`config.mk`:
```
export PLATFORM = sky130hd
export DESIGN_NAME = pc_unit_ras
export DESIGN_NICKNAME = d
export VERILOG_FILES = /design/src/rtl/pc_unit_ras.sv
export SDC_FILE = /design/constraint.sdc
export NUM_CORES = 1
export LEC_CHECK = 0
export ABC_AREA = 1
export CAP_MARGIN = 20
export CORE_UTILIZATION = 45
export DETAILED_ROUTE_END_ITERATION = 8
export PLACE_DENSITY = 0.69
export SLEW_MARGIN = 20
export SYNTH_ARGS = -nofsm -noshare
export SYNTH_HDL_FRONTEND = slang
export SYNTH_SLANG_ARGS = --single-unit
export TNS_END_PERCENT = 10
```
`constraint.sdc`:
```
create_clock -name Clk -period 11.6 [get_ports Clk]
set_clock_uncertainty 0.2 [all_clocks]
set_input_delay 2.9 -clock Clk [delete_from_list [all_inputs] [get_ports Clk]]
set_output_delay 2.9 -clock Clk [all_outputs]
set_load 0.01 [all_outputs]
```
`src/rtl/pc_unit_ras.sv`:
```
// Fetch-stage PC register with redirect priority mux and a circular
// return-address stack for call/return prediction.
module pc_unit_ras #(
  parameter int               WIDTH        = 32,
  parameter int               RAS_DEPTH    = 4,
  parameter logic [WIDTH-1:0] RESET_VECTOR = '0,
  parameter int               INC          = 4
) (
  input  logic                         Clk,
  input  logic                         Rst,
  input  logic                         Stall,
  input  logic                         BranchTaken,
  input  logic [WIDTH-1:0]             BranchTarget,
  input  logic                         Jump,
  input  logic                         Call,
  input  logic [WIDTH-1:0]             JumpTarget,
  input  logic                         Ret,
  output logic [WIDTH-1:0]             PC,
  output logic [WIDTH-1:0]             PCPlus,
  output logic [$clog2(RAS_DEPTH):0]   RasCount,
  output logic                         RasOverflow,
  output logic                         RasUnderflow
);

  localparam int PW = $clog2(RAS_DEPTH);
  localparam int CW = PW + 1;

  logic [WIDTH-1:0] ras [RAS_DEPTH];
  logic [PW-1:0]    ptr;
  logic [PW-1:0]    ptr_top;
  logic [WIDTH-1:0] top;
  logic             empty;
  logic             full;

  logic [WIDTH-1:0] pc_n;
  logic [PW-1:0]    ptr_n;
  logic [CW-1:0]    cnt_n;
  logic             ovf_n;
  logic             unf_n;
  logic             push;
  logic             swap;
  logic             we;
  logic [PW-1:0]    wa;

  assign PCPlus  = PC + WIDTH'(INC);
  assign ptr_top = ptr - PW'(1);
  assign top     = ras[ptr_top];
  assign empty   = (RasCount == '0);
  assign full    = (RasCount == CW'(RAS_DEPTH));

  always_comb begin
    pc_n  = PC;
    ptr_n = ptr;
    cnt_n = RasCount;
    ovf_n = 1'b0;
    unf_n = 1'b0;
    push  = 1'b0;
    swap  = 1'b0;
    if (Stall) begin
      pc_n = PC;
    end else if (BranchTaken) begin
      pc_n = BranchTarget;
    end else if (Ret && !empty) begin
      pc_n = top;
      if (Call) begin
        swap = 1'b1;
      end else begin
        ptr_n = ptr_top;
        cnt_n = RasCount - CW'(1);
      end
    end else if (Ret && !Call) begin
      pc_n  = PCPlus;
      unf_n = 1'b1;
    end else if (Call) begin
      // ptr points at the oldest slot once full, so push overwrites it
      pc_n  = JumpTarget;
      push  = 1'b1;
      ptr_n = ptr + PW'(1);
      unf_n = Ret;
      if (full) ovf_n = 1'b1;
      else      cnt_n = RasCount + CW'(1);
    end else if (Jump) begin
      pc_n = JumpTarget;
    end else begin
      pc_n = PCPlus;
    end
  end

  assign we = push | swap;
  assign wa = swap ? ptr_top : ptr;

  always_ff @(posedge Clk or negedge Rst) begin
    if (!Rst) begin
      PC           <= RESET_VECTOR;
      ptr          <= '0;
      RasCount     <= '0;
      RasOverflow  <= 1'b0;
      RasUnderflow <= 1'b0;
    end else begin
      PC           <= pc_n;
      ptr          <= ptr_n;
      RasCount     <= cnt_n;
      RasOverflow  <= ovf_n;
      RasUnderflow <= unf_n;
    end
  end

  always_ff @(posedge Clk) begin
    if (we) ras[wa] <= PCPlus;
  end

endmodule

```
==> flow_summary.json <==
{
  "status": "finished, final reports clean",
  "ys_types": 41,
  "yosys_register_bits": 167,
  "cts.clk_slew.worst_paths_ns": 0.07,
  "clock_power_share": 0.267,
  "drt_iter0_markers": 774,
  "rsz0062_at_grt": "false",
  "critPathMaxStageDelay_ns": 0.90,
  "multi_input_area_sq_um": 3190,
  "total_power_mw": 2.08,
  "drc": 0,
  "die_y_microns": 140,
  "fin_crit_ns": 6.56,
  "crit_slowest_cell": "nor3_2",
  "pin_count": 140,
  "worst_r2r_startpoint": "RasCount[0]",
  "hold_viol": 0,
  "fill_cells": 1703,
  "slew_headroom": 0.251,
  "r2r.worst_path.cells": 10,
  "antenna_cells": 0,
  "dr.pass1.iters": 5,
  "fp-row-count": 50,
  "cts_buffers": 17,
  "vias": 7125,
  "grt_usage": 0.255,
  "hpwl_mm": 17.5,
  "path_cells": "clkdlybuf4s50_1 > nand2_2 > buf_4 > inv_1 > ha_1 > nand2_1 > xor2_1 > nor3_2 > buf_4",
  "antenna_violating_nets_post_route": 0,
  "netlist_area_sq_um": 8570,
  "arrival_ns": 6.46,
  "grt_max_degree": 51,
  "coreArea_sq_um": 18700,
  "setup_tns_ns": 0,
  "grt_pass1_vias": 6653,
  "cts.sinks": 167,
  "grt_overflow": 0,
  "yosysWarnings": 0,
  "ys_seq_area_frac": 0.563,
  "ys_top_cells_by_area": "edfxtp_1, nand2_1, dfrtp_1",
  "power.density_nw_per_um2": 196,
  "finalCritPeriodShare": 0.566,
  "p_sw_frac": 0.371,
  "worst-slew-pin-transition_ns": 1.12,
  "ctsHoldBuffers": 0,
  "cp-startpoint": "Ret",
  "die_w_microns": 140,
  "vdd_drop_max_mv": 0.125,
  "drive_gt1_frac": 0.0637,
  "layout.area.seq_sq_um": 4820,
  "max_freq_ghz": 0.152,
  "cpMostUsedCell": "buf_4",
  "slew_violations": 0,
  "cts_setup_buffers": 0,
  "portBuffers": 139,
  "dieArea_sq_um": 19600,
  "r2r_slack_ns": 7.44,
  "syn_inst": 993,
  "netlist.area_leader.share": 0.449,
  "min_from": "PC[31]",
  "globalplace.congestion": 0.929,
  "cts_root_buf": "clkbuf_16",
  "grt_pass1_wl_mm": 37.6,
  "crit_path_end_kind": "register",
  "utilization": 0.567,
  "crit_type": "primary input to register",
  "start_util": 0.458,
  "hold_end": "PC[31]",
  "viasPerCell": 5.22,
  "worst_r2r_endpoint": "ras[0][24]",
  "p_int_mw": 1.31,
  "path_buf_inv": 4,
  "min_path_type": "register to register",
  "p_leak_nw": 4.38,
  "fin_nets": 1193,
  "cts_tree": "yes",
  "syn_nets": 1068,
  "wl_per_cell_microns": 17.7,
  "clk_latency_ns": 0.42,
  "p_switching_mw": 0.773,
  "crit_fanout": 41,
  "wl_mm": 24.1,
  "cp_top_family": "buffers and inverters",
  "drv_cap": 0,
  "synth.avg_cell_area_sq_um": 8.63,
  "seqPwrFrac": 0.383,
  "comb_power_share": 0.350,
  "cts_resized": 0,
  "cts_buffer_depth": 2,
  "antenna_found_initial": 0,
  "syn_to_final_growth_pct": 23.9,
  "critPathRequiredTime_ns": 11.50,
  "setup_viol": 0,
  "htree_levels": 4,
  "yosys.area.top_type": "edfxtp_1",
  "crit_path_start_kind": "primary input",
  "min_path_cells": 2
}
[registers in the layout (all words and copies together) (netlist names)]
register      flops
ptr               2
RasUnderflow      1
RasCount          3
RasOverflow       1
ras             128
PC               32
[through the flow]
stage / instances / cell area (sq um) / hold WS (ns) / worst slack (ns)
2_1_floorplan: 993 / 8570 / 0.340 / 4.73
3_3_place_gp: 1333 / 10000 / 0.315 / 4.68
4_1_cts: 1365 / 10600 / 0.334 / 5.04
6_report: 1365 / 10600 / 0.326 / 5.04
5_1_grt: 1365 / 10600 / 0.365 / 4.79
3_5_place_dp: 1333 / 10000 / 0.315 / 4.61
[final cells by class]
type	count	area share
Clock inverter	13	0.0137
Tap cell	234	0.0276
Clock buffer	19	0.0408
Multi-Input combinational cell	709	0.300
Timing Repair Buffer	148	0.137
Sequential cell	167	0.454
Inverter	75	0.0268
[power by group through the flow]
stage	clock network, mW	registers [mW]	logic [mW]
floorplan	0	0.798	0.436
global placement	0	0.808	0.715
detailed placement	0	0.808	0.720
CTS	0.561	0.796	0.726
global route	0.583	0.805	0.803
finish	0.556	0.797	0.729
[synth_stat cells, drive strengths merged]
master / number
and2: 1
a31oi: 1
or2: 2
nor3b: 1
dfrtp: 39
nor2: 91
nor3: 6
nand4: 1
ha: 3
a22oi: 4
clkbuf: 13
buf: 29
o211ai: 2
xor2: 11
nand2: 400
fa: 1
inv: 73
o21ai: 74
a22o: 1
clkinv: 2
xnor2: 2
nand3: 55
edfxtp: 128
a31o: 1
a21oi: 46
nand3b: 1
o21bai: 5
[layer usage]
metal,global-route usage,up-vias,wire (microns)
met5,0,-,0
met4,0.0723,0,420
met3,0.0448,31,1970
met2,0.381,312,10700
met1,0.382,3294,11100
li1,-,3488,-
[worst max path at each step]
stage | to | slack (ns) | cells past startpoint
finish | ras[0][24] | 5.04 | 9
global route | ras[0][25] | 4.79 | 9
CTS | ras[0][25] | 5.04 | 9
detailed placement | ras[0][23] | 4.61 | 9
global placement | ras[0][23] | 4.68 | 9
floorplan | ras[3][0] | 4.73 | 7
[worst reg2reg max path: cells and delay by family, from the launching register on]
kind,cells,cell delay [ns]
simple gates,5,1.34
xor+xnor,1,0.13
fa+ha+maj,1,0.39
buf+inv,3,1.34
flops,1,0.42
[logic make-up after synthesis]
logic type	Yosys count	synth area share
XOR/XNOR	13	0.0133
AO/OA/AOI/OAI	134	0.0843
adder cells (fa/ha/maj)	4	0.00672
flip-flops	167	0.563
buffers and inverters	117	0.0675
AND/OR/NAND/NOR	558	0.266
[cell usage in the layout (no fill, tap or decap), types with 4 or more instances in the layout]
cell / instances
inv_1: 69
nand2_2: 7
nand3_1: 55
a21oi_1: 44
xor2_1: 11
clkdlybuf4s50_1: 138
nor2_1: 79
nor2_4: 6
o21ai_0: 65
clkinvlp_4: 4
nor2_2: 6
nand2_1: 392
buf_4: 9
a22oi_1: 4
edfxtp_1: 128
dfrtp_1: 39
o21ai_1: 9
o21bai_1: 5
clkbuf_16: 17
Power figures use the tool's default switching activity.
